==> config.mk <==
export PLATFORM = sky130hd
export DESIGN_NAME = tx_fcs_append
export DESIGN_NICKNAME = d
export VERILOG_FILES = /design/src/rtl/tx_fcs_append.sv
export SDC_FILE = /design/constraint.sdc
export NUM_CORES = 1
export LEC_CHECK = 0
export BUFFER_PORTS_ARGS = -buffer_cell sky130_fd_sc_hd__buf_2
export CORE_MARGIN = 2
export CORE_UTILIZATION = 45
export CTS_BUF_LIST = sky130_fd_sc_hd__clkbuf_8
export DETAILED_ROUTE_END_ITERATION = 10
export PLACE_DENSITY_LB_ADDON = 0.3
export SYNTH_ARGS = -nofsm -noshare
export SYNTH_HDL_FRONTEND = slang
export SYNTH_SLANG_ARGS = --single-unit
==> constraint.sdc <==
create_clock -name clk -period 2.03 [get_ports clk]
set_clock_uncertainty 0.1 [all_clocks]
set_input_delay 0.203 -clock clk [delete_from_list [all_inputs] [get_ports clk]]
set_output_delay 0.203 -clock clk [all_outputs]
set_load 0.01 [all_outputs]
==> src/rtl/tx_fcs_append.sv <==
// tx_fcs_append: pads short frames to MIN_LEN, appends the 802.3 CRC-32 FCS
// and writes the frame into the transmitter FIFO with EOD on the last byte.
// The FIFO write port (wren/din/EOD) is fully registered; in_ready is
// combinational so a byte can be taken every cycle while the FIFO has room.
module tx_fcs_append #(
  parameter int MIN_LEN      = 60,
  parameter bit TX_MSB_FIRST = 1'b1
) (
  input  logic       clk,
  input  logic       arst_n,
  input  logic       in_valid,
  input  logic [7:0] in_data,
  input  logic       in_last,
  output logic       in_ready,
  input  logic       fifo_afull,
  output logic       fifo_wren,
  output logic [7:0] fifo_din,
  output logic       fifo_EOD_in
);

  localparam logic [31:0] CRC_POLY  = 32'hEDB8_8320;
  localparam logic [31:0] CRC_INIT  = 32'hFFFF_FFFF;
  localparam logic [11:0] MIN_LEN_W = 12'(MIN_LEN);

  typedef enum logic [1:0] {
    S_IDLE = 2'd0,
    S_DATA = 2'd1,
    S_PAD  = 2'd2,
    S_FCS  = 2'd3
  } state_t;

  state_t      state_reg, state_next;
  logic [31:0] crc_reg, crc_next;
  logic [10:0] cnt_reg, cnt_next;
  logic [1:0]  fcs_idx_reg, fcs_idx_next;
  logic        wren_reg, wren_next;
  logic [7:0]  din_reg, din_next;
  logic        eod_reg, eod_next;

  logic [7:0]  byte_next;   // byte produced this cycle, natural bit order
  logic [7:0]  byte_rev;    // same byte with bit 7 and bit 0 swapped etc.
  logic        xfer;
  logic        wr_en;
  logic [10:0] cnt_inc;
  logic [11:0] cnt_plus1;

  // LSB-first reflected CRC-32 update for one byte.
  function automatic logic [31:0] crc_byte(input logic [31:0] c, input logic [7:0] d);
    logic [31:0] r;
    r = c ^ {24'h0, d};
    for (int i = 0; i < 8; i++) begin
      r = r[0] ? ((r >> 1) ^ CRC_POLY) : (r >> 1);
    end
    return r;
  endfunction

  // Only IDLE/DATA accept upstream bytes, and only while the FIFO has room;
  // held low while the block is in reset.
  assign in_ready  = arst_n && ((state_reg == S_IDLE) || (state_reg == S_DATA)) && !fifo_afull;
  assign xfer      = in_valid && in_ready;
  assign wr_en     = !fifo_afull;
  assign cnt_inc   = (cnt_reg == 11'h7FF) ? cnt_reg : cnt_reg + 11'd1;
  assign cnt_plus1 = {1'b0, cnt_reg} + 12'd1;

  // Serializer shifts bit 7 first, so optionally mirror every written byte.
  for (genvar gi = 0; gi < 8; gi++) begin : g_rev
    assign byte_rev[gi] = byte_next[7-gi];
  end
  assign din_next = TX_MSB_FIRST ? byte_rev : byte_next;

  // Next-state, CRC, counter and FIFO write decode.
  always_comb begin
    state_next   = state_reg;
    crc_next     = crc_reg;
    cnt_next     = cnt_reg;
    fcs_idx_next = fcs_idx_reg;
    wren_next    = 1'b0;
    byte_next    = 8'h00;
    eod_next     = 1'b0;
    case (state_reg)
      S_IDLE: begin
        crc_next     = CRC_INIT;
        cnt_next     = 11'd0;
        fcs_idx_next = 2'd0;
        if (xfer) begin
          wren_next = 1'b1;
          byte_next = in_data;
          crc_next  = crc_byte(CRC_INIT, in_data);
          cnt_next  = 11'd1;
          if (in_last) begin
            state_next = (12'd1 < MIN_LEN_W) ? S_PAD : S_FCS;
          end else begin
            state_next = S_DATA;
          end
        end
      end
      S_DATA: begin
        if (xfer) begin
          wren_next = 1'b1;
          byte_next = in_data;
          crc_next  = crc_byte(crc_reg, in_data);
          cnt_next  = cnt_inc;
          if (in_last) begin
            state_next = (cnt_plus1 < MIN_LEN_W) ? S_PAD : S_FCS;
          end
        end
      end
      S_PAD: begin
        if (wr_en) begin
          wren_next = 1'b1;
          byte_next = 8'h00;
          crc_next  = crc_byte(crc_reg, 8'h00);
          cnt_next  = cnt_inc;
          if (cnt_plus1 >= MIN_LEN_W) begin
            state_next = S_FCS;
          end
        end
      end
      S_FCS: begin
        // Emit the low byte of the inverted CRC, then shift the next one down.
        if (wr_en) begin
          wren_next    = 1'b1;
          byte_next    = ~crc_reg[7:0];
          crc_next     = {8'h00, crc_reg[31:8]};
          fcs_idx_next = fcs_idx_reg + 2'd1;
          if (fcs_idx_reg == 2'd3) begin
            eod_next     = 1'b1;
            state_next   = S_IDLE;
            crc_next     = CRC_INIT;
            cnt_next     = 11'd0;
            fcs_idx_next = 2'd0;
          end
        end
      end
      default: begin
        state_next   = S_IDLE;
        crc_next     = CRC_INIT;
        cnt_next     = 11'd0;
        fcs_idx_next = 2'd0;
      end
    endcase
  end

  // State and registered FIFO write port; reset drops any partial frame.
  always_ff @(posedge clk or negedge arst_n) begin
    if (!arst_n) begin
      state_reg   <= S_IDLE;
      crc_reg     <= CRC_INIT;
      cnt_reg     <= 11'd0;
      fcs_idx_reg <= 2'd0;
      wren_reg    <= 1'b0;
      din_reg     <= 8'h00;
      eod_reg     <= 1'b0;
    end else begin
      state_reg   <= state_next;
      crc_reg     <= crc_next;
      cnt_reg     <= cnt_next;
      fcs_idx_reg <= fcs_idx_next;
      wren_reg    <= wren_next;
      din_reg     <= din_next;
      eod_reg     <= eod_next;
    end
  end

  assign fifo_wren   = wren_reg;
  assign fifo_din    = din_reg;
  assign fifo_EOD_in = eod_reg;

endmodule

==> results of run 1 <==
## routing by layer
layer / vias to the layer above / GRT usage, %
met5: - / 0
met4: 0 / 12.4
met3: 73 / 8.40
met2: 313 / 44.8
met1: 2457 / 36.9
li1: 2224 / -
## worst min path at each step
stage                from           end  slack [ns]  depth (start not counted)
2_1_floorplan      arst_n    cnt_reg[0]       -0.19                          0
3_3_place_gp       arst_n  state_reg[0]       -0.04                          1
3_5_place_dp       arst_n  state_reg[1]       -0.04                          1
4_1_cts        fifo_afull     fifo_wren        0.04                          2
5_1_grt        fifo_afull     fifo_wren        0.08                          2
6_report       fifo_afull     fifo_wren        0.06                          2
## cell type report
cell class	count	area [um^2]	share of cell area, %
well taps	143	179	2.40
flip-flops and latches	57	1470	19.7
clock inverters	6	106	1.43
inverters	9	33.8	0.453
multi-input cells	448	4200	56.3
clock buffers	10	138	1.84
repair buffers	159	1340	17.9
## cells in the mapped netlist, drive strengths merged, types with 2 or more instances
cell	instances
and3	5
a31oi	3
clkbuf	24
xnor3	21
and2	7
buf	21
o31ai	20
o221ai	2
nor2	22
inv	8
nand4	3
a21boi	2
o211ai	2
o2bb2ai	2
nand2	51
and3b	2
ha	6
nor2b	2
o21ai	44
mux2	2
o311ai	2
nand3	7
nand2b	5
a221o	11
dfstp	32
o21bai	2
a211oi	2
xnor2	107
xor3	2
xor2	35
or2	3
a21oi	35
dfrtp	25
a22o	4
o2111ai	2
a221oi	14
o22ai	7
## cell families (layout without fill, tap and decap cells)
| kind of cell | count (synthesis) | in the layout | share of synthesized area, % |
|---|---|---|---|
| buf+inv | 54 | 184 | 5.31 |
| compound gates | 160 | 160 | 19.8 |
| flops | 57 | 57 | 27.2 |
| mux | 3 | 3 | 0.603 |
| fa+ha+maj | 6 | 6 | 1.39 |
| simple gates | 114 | 114 | 10.0 |
| xor+xnor | 165 | 165 | 35.7 |
## what timing repair did
action | 4_1_cts | 5_1_grt
endpoints found under the setup margin | 31 | 41
resized for setup | 32 | 91
pin swaps | 19 | 32
endpoints found under the hold margin | 2 | 0
gates cloned | 0 | 0
buffers inserted | 19 | 17
hold buffers | 1 | 0
## worst max-delay path: stages, from the launching register on
cell      delay, ns
dfstp_2        0.61
buf_6          0.14
xnor2_4        0.14
xnor3_2        0.33
xnor3_1        0.40
a221oi_2       0.29
nor2_1         0.09
## stage by stage
stage               util [%]  worst slack, ns  cell area, um^2  instances  hold slack (ns)
floorplan                  -          -0.0507             5440        559           -0.193
global placement        54.3           -0.360             6280        781          -0.0401
detailed placement      54.3           -0.337             6280        781          -0.0404
CTS                     59.5          -0.0757             6880        817           0.0387
global route            64.5           -0.204             7460        832           0.0755
finish                  64.5           -0.143             7460        832           0.0638
==> metrics.md, run 1 <==
| Metric | Value |
|---|---|
| H-tree levels | `3` |
| Clock latency on the worst-skew pair | `0.35 ns` |
| Chip height | `approximately 110 um` |
| Fillers | `between 800 and 900` |
| FF-to-FF Start | `crc_reg[3]` |
| Status | `complete, but fails checks` |
| Starting DRC count in detailed routing | `roughly 410` |
| Most area-consuming cells after synthesis | `dfstp_2 16%, xnor2_1 15%, dfrtp_1 12%, xnor3_1 7.1%, xor2_1 5.7%` |
| Total CTS buffers | `9` |
| Most frequent cells in the layout | `104 x buf_4, 81 x xnor2_1, 50 x nand2_1` |
| CTS tree | `done` |
| Post-route setup slack | `-0.143 ns` |
| Fmax | `0.460 GHz` |
| FF+latch count, synth | `57` |
| Clock slew at reported path FFs | `0.08 ns` |
| CP arrival | `about 2.4 ns` |
| Clk sinks | `57` |
| Sequential fraction of the synthesis area | `between 20 and 30%` |
| Crit end category | `flop` |
| Crit share post-route | `107%` |
| PortBufs | `23` |
| Async S/R FF share, synth | `100%` |
| Nets | `around 700` |
| Met2 Wirelength | `8990 um` |
| Tot GR Track Use | `between 20% and 30%` |
| Setup_tns | `-1.29 ns` |
| Reg2reg path depth | `6` |
| Hold Vio Cnt, Final | `0` |
| Most used DFF post-synth | `dfstp_2` |
| CP Capture Point | `crc_reg[25]` |
| Vias per std cell | `6.09` |
| First-pass GRT wire length | `~28,000 um` |
| Row cnt | `39` |
| Fin. max-slew vios | `0` |
| RSZ-0062 raised after global routing | `yes` |
| Clock Path Buffers | `2` |
| Top Metal Used | `met4` |
| Synthesized cell area | `around 0.0054 mm^2` |
| WS Path Type | `reg -> reg` |
| DR DRC count | `0` |
| Area share of the largest cell type after synthesis | `15.6%` |
| Die Area | `about 0.013 mm^2` |
| Max Cap Viol | `0` |
| Syn avg cell area | `a little under 10 um^2` |
| Data required, critical path | `about 2.2 ns` |
| Failing checks | `setup timing` |
| Drt total wl | `approximately 19,000 um` |
| Initial Util | `roughly 47%` |
| R2r endpoint | `crc_reg[25]` |
| Final setup violation count | `16` |
| Worst hold path class | `in -> reg` |
| Placer Congestion | `~0.94` |
| CP Launch Type | `flop` |
| I/O Pins | `24` |
| Met1 wire length | `between 7000 and 8000 um` |
| Synth Instances | `~560` |
| Antenna violations before repair | `0` |
| Share of cells above drive strength 1 | `~44%` |
| Number of flip-flops in the largest register | `32` |
| Vias in the first global route | `4,947` |
| CP Launch Point | `crc_reg[3]` |
| Core ar. | `about 0.012 mm^2` |
| Met3 wire len | `1900 um` |
| Routed Antenna Nets | `0` |
| Synth cell types | `60` |
| Hpwl dp | `about 12,000 um` |
| Worst slew margin | `just under 50%` |
| WL/cell | `22.8 um` |
| Worst Max-Slew Pin Slew | `about 0.76 ns` |
| Syn Nets | `578` |
| Drt pass-1 iters | `8` |
| Inserted Diodes | `0` |
| Dominant cell type by area after synthesis | `dfstp_2` |
| DR vias | `between 5,000 and 6,000` |
| Reg2Reg Setup Slack | `-0.14 ns` |
| Final min period | `~2.2 ns` |
| Die Wd | `roughly 110 um` |
| Grt total ovfl | `0` |
| Pin count of the biggest net entering global routing | `56` |
| CP Max Fanout | `3` |
| EDFF count, synth | `0` |
| Most common cell after layout, fill and taps aside | `buf_4` |
| Ys Warns | `0` |
| Area growth, synth to finish | `38.3%` |
| Clk root buf | `clkbuf_8` |
Power of run 1 is left out: the tool's default activity adds up to more than one toggle a clock period on the data nets, which glitch-free logic cannot reach.
==> inputs of run 2 (changes only) <==
==> constraint.sdc (replaced) <==
create_clock -name clk -period 2.03 [get_ports clk]
set_clock_uncertainty 0.1 [all_clocks]
set_input_delay 0.406 -clock clk [delete_from_list [all_inputs] [get_ports clk]]
set_output_delay 0.406 -clock clk [all_outputs]
set_load 0.01 [all_outputs]
==> metrics.md, run 2 (synthesis results as in run 1) <==
| Metric | Value |
|---|---|
| Reg2reg path depth | `6` |
| Max Cap Viol | `0` |
| I/O Pins | `24` |
| Hold Path Depth | `2` |
| Failing checks | `setup timing` |
| CP arrival | `roughly 2.4 ns` |
| Grt total ovfl | `0` |
| Dpl cell area | `roughly 0.0065 mm^2` |
| Hpwl dp | `12,700 um` |
| Total CTS buffers | `9` |
| Fin. max-slew vios | `0` |
| Cell area after layout | `between 0.007 and 0.008 mm^2` |
| PortBufs | `23` |
| Data required, critical path | `approximately 2.2 ns` |
| Chip height | `113 um` |
| Number of flip-flops in the largest register | `32` |
| Initial Util | `between 40% and 50%` |
| Row cnt | `39` |
| CP Launch Point | `crc_reg[0]` |
| DR vias | `about 5,100` |
| CP dominant cell by count | `xnor2_4` |
| Crit end category | `flop` |
| Hold path start | `fifo_afull` |
| Status | `complete, but fails checks` |
| Vias per std cell | `about 6` |
| DR DRC count | `0` |
| Most frequent cells in the layout | `127 x buf_4, 78 x xnor2_1, 51 x nand2_1` |
| CTS tree | `done` |
| Routed Antenna Nets | `0` |
| Die Area | `between 0.01 and 0.015 mm^2` |
| FF-to-FF Start | `crc_reg[0]` |
| Clk root buf | `clkbuf_8` |
| Fin util | `between 60% and 70%` |
| Reg2Reg Setup Slack | `-0.17 ns` |
| Nets | `719` |
| Post-route setup slack | `-0.174 ns` |
| Pin count of the biggest net entering global routing | `57` |
| Clock Path Buffers | `2` |
| CP Launch Type | `flop` |
| Critical path cell sequence | `buf_12, xnor2_4, xnor2_4, xnor3_1, a221oi_2, nor2_1` |
| Final min period | `approximately 2.2 ns` |
| Tot GR Track Use | `slightly below 30%` |
| Inserted Diodes | `0` |
| Placer Congestion | `slightly below 1` |
| Die Wd | `about 110 um` |
| Clk sinks | `57` |
| Worst hold path class | `in -> reg` |
| Worst slew margin | `a little under 50%` |
| Vias in the first global route | `between 4,000 and 5,000` |
| Drt pass-1 iters | `4` |
| Crit share post-route | `109%` |
| Area of the multi-input gates | `around 0.0042 mm^2` |
| Final setup violation count | `11` |
| Starting DRC count in detailed routing | `just over 400` |
| Worst Hold End | `fifo_wren` |
| WL/cell | `~23 um` |
| Sequential standard cell area | `about 0.0015 mm^2` |
| R2r endpoint | `crc_reg[29]` |
| Hold Vio Cnt, Final | `0` |
| Worst Max-Slew Pin Slew | `about 0.77 ns` |
| RSZ-0062 raised after global routing | `yes` |
| Most common cell after layout, fill and taps aside | `buf_4` |
| CP peak stage delay | `0.65 ns` |
| Drt total wl | `~19,000 um` |
| First-pass GRT wire length | `28,000 um` |
| Fillers | `843` |
| Worst Hold Slack | `0.216 ns` |
| H-tree levels | `3` |
| WS Path Type | `reg -> reg` |
| Fmax | `between 0.4 and 0.5 GHz` |
| CP max stage cell | `dfstp_2` |
| Area growth, synth to finish | `40.7%` |
| CP Max Fanout | `6` |
| Antenna violations before repair | `0` |
| Clock slew at reported path FFs | `0.08 ns` |
| Clock latency on the worst-skew pair | `0.39 ns` |
| Share of cells above drive strength 1 | `a little under half` |
| Core ar. | `around 0.012 mm^2` |
run 2: timing repair:
action	4_1_cts	5_1_grt
pin swaps	17	32
hold buffers	1	0
cloned	0	1
gates resized for setup	41	69
setup buffers	21	14
endpoints found under the setup margin	27	39
endpoints found under the hold margin	1	0
run 2: how the worst max path moves through the flow:
stage                   to  slack, ns  cells after the start
4_1_cts        crc_reg[20]      -0.10                      7
6_report       crc_reg[29]      -0.17                      6
5_1_grt        crc_reg[20]      -0.20                      7
3_3_place_gp   crc_reg[29]      -0.21                      6
2_1_floorplan  crc_reg[20]      -0.05                      6
3_5_place_dp   crc_reg[29]      -0.19                      6
run 2: final cells by class:
type,instances,area share [%]
Clock inverter,7,1.06
Inverter,9,0.445
Multi-Input combinational cell,448,55.9
Tap cell,143,2.36
Sequential cell,57,19.3
Timing Repair Buffer,175,19.2
Clock buffer,9,1.63
run 2: metal layers:
| layer | routed length, um | GRT usage, % | vias to the layer above |
|---|---|---|---|
| met5 | 0 | 0 | - |
| met4 | 792 | 12.4 | 0 |
| met3 | 1580 | 5.31 | 56 |
| met2 | 8820 | 43.5 | 268 |
| met1 | 7920 | 40.8 | 2516 |
| li1 | - | - | 2254 |
run 2: per-stage QoR:
stage	setup TNS, ns	cells	setup slack [ns]
2_1_floorplan	-0.101	559	-0.0507
3_3_place_gp	-1.13	799	-0.211
3_5_place_dp	-1.56	799	-0.193
4_1_cts	-0.554	835	-0.101
5_1_grt	-2.09	848	-0.198
6_report	-0.931	848	-0.174
run 2: critical path: cells and delay by family, from the launching register on:
kind                   cells  cell delay [ns]
AND/OR/NAND/NOR            1             0.09
XOR/XNOR                   3             0.86
flip-flops                 1             0.65
AO/OA/AOI/OAI              1             0.29
buffers and inverters      1             0.14
Power of run 2 is left out for the same reason.
==> inputs of run 3 (changes only) <==
--- a/config.mk
+++ b/config.mk
@@ -12,4 +12,5 @@
 export DETAILED_ROUTE_END_ITERATION = 10
 export PLACE_DENSITY_LB_ADDON = 0.3
+export SETUP_SLACK_MARGIN = 0.1
 export SYNTH_ARGS = -nofsm -noshare
 export SYNTH_HDL_FRONTEND = slang
==> constraint.sdc (replaced) <==
create_clock -name clk -period 2.03 [get_ports clk]
set_clock_uncertainty 0.1 [all_clocks]
set_input_delay 0.1015 -clock clk [delete_from_list [all_inputs] [get_ports clk]]
set_output_delay 0.1015 -clock clk [all_outputs]
set_load 0.01 [all_outputs]
==> metrics.md, run 3 (synthesis results as in run 1) <==
| Metric | Value |
|---|---|
| Worst slew margin | `between 50% and 60%` |
| CP Max Fanout | `6` |
| Grt total ovfl | `0` |
| Crit end category | `flop` |
| Hold path start | `in_last` |
| CP peak stage delay | `about 0.55 ns` |
| Number of flip-flops in the largest register | `32` |
| Starting DRC count in detailed routing | `roughly 420` |
| Post-route setup slack | `-0.122 ns` |
| Total CTS buffers | `9` |
| DR vias | `5,152` |
| Clk sinks | `57` |
| CP max stage cell | `dfstp_2` |
| CP Launch Type | `flop` |
| Worst Max-Slew Pin Slew | `between 0.7 and 0.8 ns` |
| WL/cell | `23.4 um` |
| Reg2reg path depth | `7` |
| Clk root buf | `clkbuf_8` |
| Most common cell after layout, fill and taps aside | `buf_4` |
| Drt pass-1 iters | `5` |
| Worst Hold End | `state_reg[1]` |
| Fmax | `between 0.4 and 0.5 GHz` |
| Fillers | `817` |
| Clock slew at reported path FFs | `0.07 ns` |
| Final setup violation count | `14` |
| Reg2Reg Setup Slack | `-0.12 ns` |
| Critical path cell sequence | `buf_12, xnor2_4, xnor3_2, buf_6, xnor3_1, a221oi_2, nor2_1` |
| RSZ-0062 raised after global routing | `yes` |
| Die Area | `roughly 0.013 mm^2` |
| CP arrival | `~2.4 ns` |
| Failing checks | `setup timing` |
| Clock Path Buffers | `2` |
| WS Path Type | `reg -> reg` |
| Vias per std cell | `6.18` |
| Worst hold path class | `in -> reg` |
| Crit share post-route | `106%` |
| Row cnt | `39` |
| Data required, critical path | `between 2 and 2.5 ns` |
| Core ar. | `roughly 0.012 mm^2` |
| PortBufs | `23` |
| Fin. max-slew vios | `0` |
| Pin count of the biggest net entering global routing | `36` |
| Drt total wl | `around 19,000 um` |
| Routed Antenna Nets | `0` |
| Tot GR Track Use | `~29%` |
| Worst slack, placed | `-0.195 ns` |
| R2r endpoint | `crc_reg[25]` |
| H-tree levels | `3` |
| Inserted Diodes | `0` |
| Hpwl dp | `12,200 um` |
| Final Non-Filler Cells | `834` |
| Most frequent cells in the layout | `95 x buf_4, 70 x xnor2_1, 48 x nand2_1` |
| CTS tree | `done` |
| Area growth, synth to finish | `42.6%` |
| Hold Vio Cnt, Final | `0` |
| Vias in the first global route | `between 4,000 and 5,000` |
| Chip height | `113 um` |
| Worst path bufs/invs | `2` |
| Final min period | `2.15 ns` |
| Max Cap Viol | `0` |
| Die Wd | `roughly 110 um` |
| Dpl cells | `around 780` |
| Nets | `just over 700` |
| Hold Path Depth | `3` |
| Placer Congestion | `between 0.9 and 1` |
| Share of cells above drive strength 1 | `roughly 50%` |
| I/O Pins | `24` |
| FF-to-FF Start | `crc_reg[3]` |
| Initial Util | `46.6%` |
| Cell family with the largest share of critical-path delay | `XOR/XNOR gates` |
| DR DRC count | `0` |
| First-pass GRT wire length | `28,000 um` |
| Status | `complete, but fails checks` |
| Clock latency on the worst-skew pair | `0.38 ns` |
| Antenna violations before repair | `0` |
run 3: repair_timing:
item / 4_1_cts / 5_1_grt
pin swaps: 25 / 43
endpoints found under the hold margin: 26 / 0
gates resized for setup: 67 / 100
setup endpoints to repair: 36 / 45
hold buffers: 2 / 0
setup buffers: 18 / 20
cloned: 0 / 0
run 3: through the flow:
step                util, %  setup TNS [ns]  hold WS [ns]  area, um^2
floorplan                 -          -0.131        -0.294        5530
global placement       54.6          -0.570         0.295        6320
detailed placement     54.6          -0.665         0.308        6320
CTS                    60.7          -0.174        0.0123        7030
global route           66.5           -1.74        0.0343        7690
finish                 66.5          -0.760        0.0303        7690
run 3: metal layers:
metal	GRT usage [%]	vias to the layer above	share of wire, %	wire length, um
met5	0	-	0	0
met2	48.9	297	48	9350
li1	-	2224	-	-
met3	7.23	93	8.0	1560
met1	35.2	2538	38	7500
met4	11.0	0	5.5	1070
run 3: worst max path at each step:
stage,slack (ns),cells past startpoint,to,start
2_1_floorplan,-0.05,6,crc_reg[20],crc_reg[4]
3_3_place_gp,-0.17,6,crc_reg[24],crc_reg[7]
3_5_place_dp,-0.20,6,crc_reg[24],crc_reg[7]
4_1_cts,-0.04,6,crc_reg[25],crc_reg[5]
5_1_grt,-0.18,7,crc_reg[19],crc_reg[3]
6_report,-0.12,7,crc_reg[25],crc_reg[3]
run 3: final cells by class:
class / count / area, um^2 / share of cell area, %
Inverter: 9 / 36.3 / 0.472
Multi-Input combinational cell: 448 / 4440 / 57.8
Clock inverter: 6 / 35.0 / 0.455
Sequential cell: 57 / 1470 / 19.1
Clock buffer: 10 / 138 / 1.79
Timing Repair Buffer: 161 / 1390 / 18.1
Tap cell: 143 / 179 / 2.33
run 3: worst reg2reg max path, cell delays in order, from the launching register on:
cell,delay (ns)
dfstp_2,0.55
buf_12,0.14
xnor2_4,0.15
xnor3_2,0.44
buf_6,0.15
xnor3_1,0.20
a221oi_2,0.27
nor2_1,0.08
Power of run 3 is left out for the same reason.
